### src/rtl/stopwatch_pkg.sv
// Shared state encoding, control-output decode and button-priority helper for the stopwatch lap controller.
package stopwatch_pkg;

  typedef enum logic [1:0] {
    ST_IDLE  = 2'd0,
    ST_RUN   = 2'd1,
    ST_SPLIT = 2'd2,
    ST_PAUSE = 2'd3
  } sw_state_e;

  typedef struct packed {
    logic en;
    logic clr;
    logic freeze;
  } sw_ctrl_t;

  typedef struct packed {
    logic start;
    logic stop;
    logic lap;
  } sw_btn_t;

  localparam sw_ctrl_t CTRL_IDLE  = '{en: 1'b0, clr: 1'b1, freeze: 1'b0};
  localparam sw_ctrl_t CTRL_RUN   = '{en: 1'b1, clr: 1'b0, freeze: 1'b0};
  localparam sw_ctrl_t CTRL_SPLIT = '{en: 1'b1, clr: 1'b0, freeze: 1'b1};
  localparam sw_ctrl_t CTRL_PAUSE = '{en: 1'b0, clr: 1'b0, freeze: 1'b0};

  function automatic sw_ctrl_t decode_ctrl(input sw_state_e s);
    sw_ctrl_t c;
    case (s)
      ST_RUN:   c = CTRL_RUN;
      ST_SPLIT: c = CTRL_SPLIT;
      ST_PAUSE: c = CTRL_PAUSE;
      default:  c = CTRL_IDLE;
    endcase
    return c;
  endfunction

  // Only the highest-priority edge survives: stop > lap > start.
  function automatic sw_btn_t prioritize(input sw_btn_t raw);
    sw_btn_t ev;
    ev.stop  = raw.stop;
    ev.lap   = raw.lap & ~raw.stop;
    ev.start = raw.start & ~raw.stop & ~raw.lap;
    return ev;
  endfunction

endpackage

### src/rtl/btn_edge.sv
// Rising-edge detector for a debounced level button; the history bit resets high so a
// button held through reset never produces a spurious edge.
module btn_edge (
  input  logic clk,
  input  logic rst_n,
  input  logic btn_i,
  output logic rise_o
);

  logic prev_q;

  always_ff @(posedge clk or negedge rst_n) begin
    if (!rst_n) begin
      prev_q <= 1'b1;
    end else begin
      prev_q <= btn_i;
    end
  end

  assign rise_o = btn_i & ~prev_q;

endmodule

### src/rtl/stopwatch_lap_ctrl.sv
// Stopwatch controller with button edge detection, split/lap display freeze and a lap buffer.
// Define STOPWATCH_LAP_DELTA_EN to store lap deltas instead of absolute times in the buffer.
module stopwatch_lap_ctrl
  import stopwatch_pkg::*;
#(
  parameter  int TIME_W    = 24,
  parameter  int LAP_DEPTH = 8,
  localparam int CNT_W     = $clog2(LAP_DEPTH + 1)
) (
  input  logic              clk,
  input  logic              rst_n,
  input  logic              start_b,
  input  logic              stop_b,
  input  logic              lap_b,
  input  logic [TIME_W-1:0] time_i,
  output logic              en,
  output logic              clr,
  output logic              freeze,
  output logic [TIME_W-1:0] hold_time,
  output logic [CNT_W-1:0]  lap_count,
  output logic              lap_full,
  output logic              lap_ovf,
  input  logic [CNT_W-1:0]  rd_idx,
  output logic [TIME_W-1:0] rd_data
);

  localparam int IDX_W = (LAP_DEPTH > 1) ? $clog2(LAP_DEPTH) : 1;
  localparam logic [CNT_W-1:0] DEPTH_C = CNT_W'(LAP_DEPTH);

  sw_btn_t   raw_edge;
  sw_btn_t   ev;
  sw_state_e state_q, state_d;
  sw_ctrl_t  ctrl;

  btn_edge u_start_edge (.clk(clk), .rst_n(rst_n), .btn_i(start_b), .rise_o(raw_edge.start));
  btn_edge u_stop_edge  (.clk(clk), .rst_n(rst_n), .btn_i(stop_b),  .rise_o(raw_edge.stop));
  btn_edge u_lap_edge   (.clk(clk), .rst_n(rst_n), .btn_i(lap_b),   .rise_o(raw_edge.lap));

  assign ev = prioritize(raw_edge);

  always_ff @(posedge clk or negedge rst_n) begin
    if (!rst_n) begin
      state_q <= ST_IDLE;
    end else begin
      state_q <= state_d;
    end
  end

  always_comb begin
    state_d = state_q;
    case (state_q)
      ST_IDLE: begin
        if (ev.start) state_d = ST_RUN;
      end
      ST_RUN: begin
        if (ev.stop)     state_d = ST_PAUSE;
        else if (ev.lap) state_d = ST_SPLIT;
      end
      ST_SPLIT: begin
        if (ev.stop)     state_d = ST_PAUSE;
        else if (ev.lap) state_d = ST_RUN;
      end
      ST_PAUSE: begin
        if (ev.start)     state_d = ST_RUN;
        else if (ev.stop) state_d = ST_IDLE;
      end
      default: state_d = ST_IDLE;
    endcase
  end

  always_comb begin
    ctrl   = decode_ctrl(state_q);
    en     = ctrl.en;
    clr    = ctrl.clr;
    freeze = ctrl.freeze;
  end

  // Lap datapath: capture on RUN+lap, wipe on PAUSE+stop.
  logic              capture, clear, wr_en;
  logic [TIME_W-1:0] hold_q, hold_d;
  logic [CNT_W-1:0]  cnt_q, cnt_d;
  logic              ovf_q, ovf_d;
  logic [TIME_W-1:0] slot_wdata;

  assign capture  = (state_q == ST_RUN) && ev.lap;
  assign clear    = (state_q == ST_PAUSE) && ev.stop;
  assign lap_full = (cnt_q == DEPTH_C);
  assign wr_en    = capture && !lap_full;

`ifdef STOPWATCH_LAP_DELTA_EN
  logic [TIME_W-1:0] prev_cap_q, prev_cap_d;

  always_comb begin
    prev_cap_d = prev_cap_q;
    if (clear)        prev_cap_d = '0;
    else if (capture) prev_cap_d = time_i;
  end

  always_ff @(posedge clk or negedge rst_n) begin
    if (!rst_n) begin
      prev_cap_q <= '0;
    end else begin
      prev_cap_q <= prev_cap_d;
    end
  end

  assign slot_wdata = time_i - prev_cap_q;
`else
  assign slot_wdata = time_i;
`endif

  always_comb begin
    hold_d = hold_q;
    cnt_d  = cnt_q;
    ovf_d  = ovf_q;
    if (clear) begin
      hold_d = '0;
      cnt_d  = '0;
      ovf_d  = 1'b0;
    end else if (capture) begin
      hold_d = time_i;
      if (lap_full) ovf_d = 1'b1;
      else          cnt_d = cnt_q + CNT_W'(1);
    end
  end

  always_ff @(posedge clk or negedge rst_n) begin
    if (!rst_n) begin
      hold_q <= '0;
      cnt_q  <= '0;
      ovf_q  <= 1'b0;
    end else begin
      hold_q <= hold_d;
      cnt_q  <= cnt_d;
      ovf_q  <= ovf_d;
    end
  end

  assign hold_time = hold_q;
  assign lap_count = cnt_q;
  assign lap_ovf   = ovf_q;

  // Slot storage is deliberately unreset; a cleared buffer only drops the count.
  logic [TIME_W-1:0] slot_q [LAP_DEPTH];
  logic [IDX_W-1:0]  wr_addr, rd_addr;
  logic              rd_hit;
  logic [TIME_W-1:0] rd_data_q;

  assign wr_addr = cnt_q[IDX_W-1:0];
  assign rd_addr = rd_idx[IDX_W-1:0];
  assign rd_hit  = (rd_idx < DEPTH_C);

  always_ff @(posedge clk) begin
    if (wr_en) slot_q[wr_addr] <= slot_wdata;
  end

  always_ff @(posedge clk or negedge rst_n) begin
    if (!rst_n) begin
      rd_data_q <= '0;
    end else begin
      rd_data_q <= rd_hit ? slot_q[rd_addr] : '0;
    end
  end

  assign rd_data = rd_data_q;

endmodule

### config.mk
export PLATFORM = sky130hd
export DESIGN_NAME = stopwatch_lap_ctrl
export DESIGN_NICKNAME = d
export VERILOG_FILES = /design/src/rtl/stopwatch_pkg.sv /design/src/rtl/btn_edge.sv /design/src/rtl/stopwatch_lap_ctrl.sv
export SDC_FILE = /design/constraint.sdc
export NUM_CORES = 1
export LEC_CHECK = 0
export CAP_MARGIN = 0
export CORE_MARGIN = 2
export CORE_UTILIZATION = 61
export CTS_CLUSTER_SIZE = 14
export DETAILED_ROUTE_END_ITERATION = 10
export GPL_ROUTABILITY_DRIVEN = 0
export PLACE_DENSITY_LB_ADDON = 0.12
export SYNTH_ARGS = -nofsm -noshare
export SYNTH_HDL_FRONTEND = slang
export SYNTH_SLANG_ARGS = --single-unit
### constraint.sdc
create_clock -name clk -period 10.39 [get_ports clk]
set_clock_uncertainty 0.15 [all_clocks]
set_input_delay 2.078 -clock clk [delete_from_list [all_inputs] [get_ports clk]]
set_output_delay 2.078 -clock clk [all_outputs]
set_load 0.005 [all_outputs]
Yosys cells after proc, flatten, opt, wreduce, memory -nomap -nowiden
Memories as Yosys holds them, arrays and structs flattened. Cells that the tools add are included.

Output and inout port bits: 57. Logic and storage cells: 61. Register bits: 58. Memories: 1. Memory bits (writable): 192. Input port bits: 33.

Bitwise gates (word level): 11. Equality and inequality tests: 9. Reduce and logical (&&, ||, !) cells: 10. Mux-type cells: 20. Order comparisons: 1. Add/subtract/negate cells: 1.

Memories: slot_q (depth 8, bits a word 24, rd ports 1, clocked after memory_dff 0, write ports 1, line stopwatch_lap_ctrl.sv:144) `logic [TIME_W-1:0] slot_q [LAP_DEPTH];`.

Operators by type and width (count): 24-bit two-way mux (3); 2-bit two-way mux (7); 4-bit two-way mux (3); 3-bit by 2-bit != test with 1-bit output, second input constant (3); 3-bit one-hot mux with 3 select lines (1); 2-bit one-hot mux with 4 select lines (1); 1-bit bitwise AND (6); 1-bit two-way mux (5); 1-bit inverter (5); 4-bit by 1-bit adder with 4-bit output, second input constant (1); 2-bit equality test, second input constant (2); 4-bit equality test, second input constant (1); 4-bit < comparator, second input constant (1); 2-bit AND reduction (2); 4-bit AND reduction (1); 2-bit nonzero test (2); 1-bit logical AND (3); 2-bit by 1-bit equality test with 1-bit output, second input constant (1); 2-bit logical NOT (1); 2-bit by 1-bit != test with 1-bit output, second input constant (1); 2-bit != test, second input constant (1); 1-bit logical NOT (1).

Logic depth before layout (Yosys ltp)
Depth after elaboration: 8. Gate-level depth with buffers: 7.

Cells and area by module
Synthesis repeated with hierarchy kept, for this count alone.

Cells, all modules: 499. Area, all modules: 9457.8 µm².

By module, submodules not included: stopwatch_lap_ctrl (times used 1, cells each 493, area each 9337.7 µm²); btn_edge (times used 3, cells each 2, area each 40.0 µm²).

Worst setup path after synthesis
OpenSTA, ideal clock, no wires.

Kind: input-to-reg. From: input port lap_b. To: memory slot_q[4][0] (enable). Path buffers: 1. Cell stages on the path: 5. Path slack: 5420 ps. Arrival: 4385 ps. Path through: and2b_1 -> and3_1 -> buf_2 -> nand2_1 -> nor3_1.

Longest elaborated chain between the ends: 6.

RTL lines: start, declared (line stopwatch_lap_ctrl.sv:14) `input logic lap_b,`; 1-bit bitwise AND (line btn_edge.sv:20) `assign rise_o = btn_i & ~prev_q;`; 1-bit bitwise AND (line stopwatch_pkg.sv:43) `ev.lap = raw.lap & ~raw.stop;`; 1-bit logical AND (line stopwatch_lap_ctrl.sv:85) `assign capture = (state_q == ST_RUN) && ev.lap;`; 1-bit logical AND (line stopwatch_lap_ctrl.sv:88) `assign wr_en = capture && !lap_full;`; 1-bit two-way mux (line stopwatch_lap_ctrl.sv:154) `if (wr_en) slot_q[wr_addr] <= slot_wdata;`; 1-bit two-way mux (not written as such) (line stopwatch_lap_ctrl.sv:154); end, declared (line stopwatch_lap_ctrl.sv:144).

No other way between the ends.

Final worst setup path
From: input port lap_b. To: memory slot_q[0][19] (enable).

Same word-level chain as after synthesis.

==> results by group <==
Status
  – Status: finished, final reports clean

Setup path
  – Worst R2R Path Depth: 7
  – Kind of critical path: primary input to register
  – Slowest cell on the critical path: nor3_2
  – CP required: 10.43 ns
  – Critical path endpoint category: register
  – CP startpoint kind: primary input
  – Worst-path maximum fanout: 13
  – Worst EP arrival: 4.68 ns
  – CP peak stage delay: 0.94 ns
  – CP Cell Sequence: clkdlybuf4s50_1 -> and2b_1 -> nand4_1 -> or2_1 -> nor3_2 -> buf_4

Logic synthesis
  – Count of cell types in the netlist: 33
  – Post-Synth Simple-Gate Area: 0.0569
  – Syn Inst Count: 501
  – Mux cell area share after synthesis: 0.142
  – Syn_nets: around 540
  – Post-synthesis sequential area ratio: 0.765
  – Compound-gate portion of the synthesized area: 0.00981
  – Dominant synthesized flop cell: edfxtp_1
  – Synthesized area per cell: 18.8 um2
  – XOR/XNOR Fraction of Synth Area: 0.000928
  – Mapped Area: approximately 9400 um2
  – Main combinational cell family by area after synthesis: multiplexers
  – Yosys warns: 0
  – Async set or reset register ratio after synthesis: 0.232
  – Post-synth EDFFs: approximately 190
  – Seq cells post-synth: 250
  – Post-Synth Adder-Cell Area: 0.00928

Placement
  – # port buffers: 89
  – HPWL after DPL: 10,500 um
  – Placement Setup Slack: approximately 5.2 ns

CTS
  – Clk sinks: between 200 and 300
  – CTS Hold Bufs: 0
  – Clk Latency, worst-skew pair: 0.50 ns
  – H-tree Lvls: 1
  – CTS max path bufs: 3
  – CTS buffer count: 24
  – TritonCTS clock tree: built
  – Clk slew on worst S/H paths: 0.06 ns
  – Post-CTS setup buffer count: 0
  – Root buffer cell: clkbuf_16
  – Resize count post-CTS: 0

Die
  – Chip height: between 100 and 150 um
  – I/O pin cnt: 90
  – Die width: approximately 130 um
  – Cell row count: 45
  – Die area: approximately 16,000 um2
  – Core area: 15,100 um2
  – Starting Density: 0.623

Drt
  – Final wirelength: roughly 19,000 um
  – Via count: 4,913
  – DR WL/cell: 23.4 um
  – DRT antenna net count: 0
  – DRT Pass-1 Iters: 4
  – Drc violations: 0
  – 1st-iter DRT viols: ~530
  – Via density: 6.07

STA
  – Worst slew margin: 0.168
  – Final setup margin: approximately 5.7 ns
  – Setup TNS: 0 ns
  – Unrepaired setup endpoints after global routing: false
  – Least-Margin Pin Slew: 1.24 ns
  – Fmax: 0.215 GHz
  – Crit path time final: 4.64 ns
  – Fin crit share: 0.447
  – Max-slew violation count: 0
  – Hold Vio Cnt, Final: 0
  – Final setup violation count: 0

Power
  – Leakage: 4.13 nW
  – Pwr/cell area: between 200 and 250 nW/um2
  – Max IR drop VDD: about 0.00015 V

Global routing
  – Global-route wire length before repair: between 20,000 and 30,000 um
  – Initial antenna violation count: 0
  – Total GRT Usage: 0.244
  – Largest net degree at the start of global routing: 59
  – Vias in the first global route: between 5,000 and 6,000
  – Grt total ovfl: 0

Run
  – Max Cap Viol: 0

Finish
  – Synthesis-to-layout area growth: 20.4%
  – Diode count: 0
  – Share of layout cells above drive strength 1: 0.182
  – NumNets Final: 645

Worst hold path
  – Worst hold path type: register to register
  – Hold path cells: 2
## placed cells by master, fill, tap and decap left out, drive strengths merged, types with 2 or more instances in the layout
cell and instances:
bufinv 3, nand4 2, inv 6, clkbuf 35, nand2 60, or2 2
clkinv 4, nand3 19, mux2i 26, buf 15, a21oi 11, dfrtp 55
dfstp 3, nor2 32, edfxtp 192, clkdlybuf4s50 85, ha 7, mux4 48
nor3 2
## synthesized netlist by cell type, types with 3 or more instances
library cell	number	area, um2
edfxtp_1	192	5770
nand2_1	60	225
dfrtp_1	55	1380
mux4_2	48	1080
nor2_1	32	120
mux2i_1	26	260
nand3_1	19	95.1
a21oi_1	11	55.1
buf_2	10	50.1
clkbuf_1	8	30.0
ha_1	7	87.6
inv_1	6	22.5
dfstp_2	3	78.8
## state kept, by name, summed over array words and instances, names as in the netlist
register,cells
hold_time,24
u_stop_edge.prev_q,1
u_start_edge.prev_q,1
slot_q,192
rd_data,24
state_q,2
u_lap_edge.prev_q,1
lap_count,4
lap_ovf,1
## area by class of cell
type | count | area (um2)
sequential | 250 | 7220
fill | 858 | 3780
multi-input combinational | 223 | 2090
timing repair buffer | 100 | 956
clock buffer | 35 | 723
tap | 188 | 235
clock inverter | 8 | 118
inverter | 6 | 22.5
## critical path, delay by kind of cell
family,cells,cell delay (ns)
buffers and inverters,2,0.90
and+or+nand+nor,4,1.70
## layer usage
layer	share of wire	wire, um	track usage
met2	0.52	9800	0.406
met3	0.043	813	0.0312
met4	0.017	331	0.0646
met1	0.42	8020	0.352
met5	0	0	0
## logic make-up after synthesis
kind of cell	count (synthesis)
AO/OA/AOI/OAI	16
AND/OR/NAND/NOR	125
adder cells (fa/ha/maj)	7
flip-flops	250
buffers and inverters	28
multiplexers	74
XOR/XNOR	1
## path summary, 6_finish.rpt
kind	startpoint	to	slack [ns]
worst max register to register	lap_count[0]	slot_q[0][19]	7.00
max in group asynchronous	rst_n	hold_time[20]	7.95
worst min-delay path	hold_time[17]	hold_time[17]	0.35
min in group asynchronous	rst_n	rd_data[9]	1.59
worst min register to register	hold_time[17]	hold_time[17]	0.35
worst max-delay path	lap_b	slot_q[0][19]	5.75
## report_power, final
group          total [mW]  switching (mW)  internal [mW]  leakage (nW)
Clock               0.902           0.347          0.556         0.414
Combinational       0.329           0.156          0.173          1.24
Sequential           1.19          0.0447           1.15          2.47
## stage by stage
stage          hold WS (ns)  std cells  utilization  total power [mW]  instance area [um2]
2_1_floorplan         0.336        501            -              1.35                 9440
4_1_cts               0.350        810        0.750              2.44                11400
3_3_place_gp          0.330        767        0.695              1.53                10500
6_report              0.350        810        0.750              2.42                11400
3_5_place_dp          0.335        767        0.695              1.54                10500
5_1_grt               0.376        810        0.750              2.51                11400
Power figures use the tool's default switching activity.
